===== src/rtl/bcd_to_binary_seq.sv =====
// Sequential BCD-to-binary converter (reverse double-dabble), one result bit per clock.
// Start/busy/done handshake; invalid digits short-circuit straight to DONE with err set.

module bcd_to_binary_seq_digit_fix (
  input  logic [3:0] d_i,
  output logic [3:0] d_o
);
  // After the right shift a digit is at most 12, so the subtract cannot underflow.
  assign d_o = (d_i >= 4'd8) ? d_i - 4'd3 : d_i;
endmodule

module bcd_to_binary_seq #(
  parameter int DIGITS = 2,
  parameter int BIN_W  = 7
) (
  input  logic                  clk,
  input  logic                  rst,
  input  logic                  start,
  input  logic [4*DIGITS-1:0]   bcd_in,
  output logic                  busy,
  output logic                  done,
  output logic [BIN_W-1:0]      bin_out,
  output logic                  err
);
  localparam int BW = 4*DIGITS;
  localparam int W  = BW + BIN_W;
  localparam int CW = $clog2(BIN_W+1);

  typedef enum logic [1:0] {IDLE, SHIFT, DONE} state_t;

  state_t            state_q;
  logic [W-1:0]      work_q, work_d, shifted;
  logic [CW-1:0]     cnt_q;
  logic              busy_q, done_q, err_q, errp_q;
  logic [BIN_W-1:0]  bin_q;
  logic [DIGITS-1:0] bad_dig;

  assign shifted               = work_q >> 1;
  assign work_d[BIN_W-1:0]     = shifted[BIN_W-1:0];

  for (genvar g = 0; g < DIGITS; g++) begin : g_dig
    bcd_to_binary_seq_digit_fix u_fix (
      .d_i(shifted[BIN_W+4*g +: 4]),
      .d_o(work_d[BIN_W+4*g +: 4])
    );
    assign bad_dig[g] = bcd_in[4*g +: 4] > 4'd9;
  end

  always_ff @(posedge clk) begin
    if (rst) begin
      state_q <= IDLE;
      work_q  <= '0;
      cnt_q   <= '0;
      busy_q  <= 1'b0;
      done_q  <= 1'b0;
      bin_q   <= '0;
      err_q   <= 1'b0;
      errp_q  <= 1'b0;
    end else begin
      done_q <= 1'b0;
      case (state_q)
        IDLE: begin
          // The done cycle is still IDLE; a start there is dropped, not queued.
          if (start && !done_q) begin
            if (|bad_dig) begin
              work_q  <= '0;
              errp_q  <= 1'b1;
              state_q <= DONE;
            end else begin
              work_q  <= {bcd_in, {BIN_W{1'b0}}};
              errp_q  <= 1'b0;
              cnt_q   <= CW'(BIN_W);
              busy_q  <= 1'b1;
              state_q <= SHIFT;
            end
          end
        end
        SHIFT: begin
          work_q <= work_d;
          cnt_q  <= cnt_q - CW'(1);
          if (cnt_q == CW'(1)) begin
            busy_q  <= 1'b0;
            state_q <= DONE;
          end
        end
        DONE: begin
          done_q  <= 1'b1;
          bin_q   <= work_q[BIN_W-1:0];
          err_q   <= errp_q;
          state_q <= IDLE;
        end
        default: state_q <= IDLE;
      endcase
    end
  end

  // Every valid operand is fully consumed after BIN_W steps.
  a_residue: assert property (@(posedge clk) disable iff (rst)
    state_q == DONE |-> work_q[W-1:BIN_W] == '0);

  assign busy    = busy_q;
  assign done    = done_q;
  assign bin_out = bin_q;
  assign err     = err_q;
endmodule

===== config.mk =====
export PLATFORM = sky130hd
export DESIGN_NAME = bcd_to_binary_seq
export DESIGN_NICKNAME = d
export VERILOG_FILES = /design/src/rtl/bcd_to_binary_seq.sv
export SDC_FILE = /design/constraint.sdc
export NUM_CORES = 1
export LEC_CHECK = 0
export ABC_AREA = 1
export CAP_MARGIN = 20
export CORE_ASPECT_RATIO = 1.5
export CORE_MARGIN = 2
export CORE_UTILIZATION = 28
export DETAILED_ROUTE_END_ITERATION = 8
export PLACE_DENSITY = 0.51
export SLEW_MARGIN = 25
export SYNTH_ARGS = -nofsm -noshare
export SYNTH_HDL_FRONTEND = slang
export SYNTH_SLANG_ARGS = --single-unit
export TNS_END_PERCENT = 50

===== constraint.sdc =====
create_clock -name clk -period 2.3 [get_ports clk]
set_clock_uncertainty 0.2 [all_clocks]
set_input_delay 0.46 -clock clk [delete_from_list [all_inputs] [get_ports clk]]
set_output_delay 0.46 -clock clk [all_outputs]
set_load 0.01 [all_outputs]

==> results.cfg <==
[detailed_routing]
drc_errors = 0
antenna_left = 0
routedWlPerCell_um = 11.51
first_pass_iters = 4
route.vias.total = 1185
initialDrtViolationCount = 50
wirelength_mm = 3.097
vias_per_cell = 4.405

[sta]
fin_hold_ws_ns = 0.2772
tns_ns = 0
finalSetupViolations = 0
final.period_utilization_pct = 79.54
hold_viol = 0
clock.fmax_mhz = 546.6
rsz0062_at_grt = no
finalMaxSlewViolations = 0
period_needed_ns = 1.829
worst_pin_slew_ns = 0.3762
slew_headroom_pct = 74.89

[pwr]
ir_drop_uv = 428.1
power_density_nw_per_um2 = 778.3
cellLeakagePower_nw = 0.7073

[clock_tree]
cts_resized = 0
cts-root-buf = clkbuf_8
cts_buffers = 5
hold_buffers = 0
post_cts_buffers = 0
htreeDepth = 2
clockBufferDepth = 2
insertion_delay_ns = 0.29
cts_tree = done
cts.clk_slew.worst_paths_ns = 0.07
cts.sinks = 31

[synth]
synth_nets = 194
synthTopCellsByArea = dfxtp_1, nand2_1, a21oi_1
synthCells = 179
ys_types = 24
yosys.area.top_type_share_pct = 44.68
syn_area_per_cell_um2 = 7.759
yosys_warnings = 0
synth_top_cell_by_area = dfxtp_1
ys_seq_elements = 31
syn_area_um2 = 1389
ys_seq_area_share_pct = 44.68

[cells_and_area]
final_common_cell = nand2_1
final_nets = 217
syn_to_final_growth_pct = 25.59
regArea_um2 = 620.6
final_cell_mix = nand2_1, dfxtp_1, nor2_1, clkdlybuf4s50_1
multi_input_area_um2 = 670.6
post-route-cell-area_um2 = 1744
drive_gt1_share_pct = 10.84
fillers = 533
n_antenna_cell = 0

[worst_setup_path]
path_buf_inv = 1
crit_required_ns = 1.64
crit_slowest_cell = clkdlybuf4s50_1
crit_type = flop to primary output
crit_path_end_kind = primary output
cp-start-kind = flop
cp_max_fo = 2
crit_chain = clkdlybuf4s50_1
cp_top_family = buffers and inverters
worstPathArrival_ns = 1.17
crit_path_max_incr_delay_ns = 0.54

[placement]
gp_congestion = 0.7763
numPortBuffers = 20
placed_area_um2 = 1644
dp_hpwl_mm = 2.240

[floorplanning]
io_pins = 21
start_util_pct = 28.88
core_um2 = 4810
fp.dieW_um = 61.51
rows = 31
die_area_um2 = 5551
die_y_um = 90.26

[grt]
grt_max_degree = 17
grt_pass1_vias = 1176
grt_remaining_overflow = 0
grt_pass1_wl_mm = 5.319
grt_usage_pct = 12.65
antenna_found_initial = 0

[hold_path]
worstHoldPathType = flop to flop

[flow_run]
drv_cap = 0

[status]
status = completed
[per-layer routing]
layer / vias to the layer above / routed length, um / global-route usage, %
met5: - / 0 / 0
met1: 531 / 1366 / 15.36
met3: 6 / 103 / 3.438
met4: 0 / 72 / 5.319
li1: 631 / - / -
met2: 17 / 1554 / 20.26
[cell usage after synthesis]
cell and n:
o21ai_1 3, a21oi_1 19, o211ai_1 1, inv_4 1, buf_2 1, o21bai_1 3, inv_1 11, inv_2 1
nand2_4 2, dfxtp_1 31, ha_1 4, a21oi_2 2, clkinv_1 1, nand3_1 12, nand3_2 2, nor2_2 2
buf_6 1, nor2_4 2, nor2_1 23, o21ai_0 19, nand3b_4 1, buf_8 1, clkbuf_1 3, nand2_1 33
[report_power, final]
group          switching (mW)  internal (mW)
logic                   0.158          0.110
registers              0.0289          0.585
clock network           0.203          0.273
[metrics by stage]
step	setup WS [ns]	utilization, %	power (mW)	std cells
3_5_place_dp	0.2718	34.18	0.8974	261
3_3_place_gp	0.2582	34.18	0.8980	261
2_1_floorplan	0.9337	-	0.8083	179
6_report	0.4707	36.26	1.357	269
5_1_grt	0.4011	36.26	1.437	269
4_1_cts	0.4574	36.26	1.374	269
[final timing paths]
path | from | slack, ns | to | depth (start not counted)
max | done$_SDFF_PP0_ | 0.47 | done | 1
min | work_q[3]$_SDFFE_PP0P_ | 0.28 | work_q[2]$_SDFFE_PP0P_ | 2
max reg2reg | state_q[0]$_SDFFE_PP0P_ | 0.78 | busy$_SDFFE_PP0P_ | 5
min reg2reg | work_q[3]$_SDFFE_PP0P_ | 0.28 | work_q[2]$_SDFFE_PP0P_ | 2
[logic make-up after synthesis]
kind of cell | after synthesis | synth area share, %
buf+inv | 20 | 7.026
flops | 31 | 44.69
compound gates | 47 | 18.20
simple gates | 77 | 26.49
fa+ha+maj | 4 | 3.604
[worst reg2reg max path, stage by stage, from the launching register on]
cell and delay (ns):
dfxtp_1 0.51, nand2_4 0.20, nand2_4 0.20, nand2_1 0.13
nor2_1 0.13, nor2_1 0.04
[flip-flops by register name (all words and copies together), names as in the netlist]
register  cells
work_q       15
bin_out       7
cnt_q         3
state_q       2
busy          1
done          1
err           1
errp_q        1
[cell type report]
type                       instances  area share [%]
multi-input combinational        128           38.45
inverter                          14           3.156
timing repair buffer              22           12.34
clock buffer                       8           5.739
sequential                        31           35.58
tap                               66           4.735
Note: power is estimated with default switching activity, not from simulation.
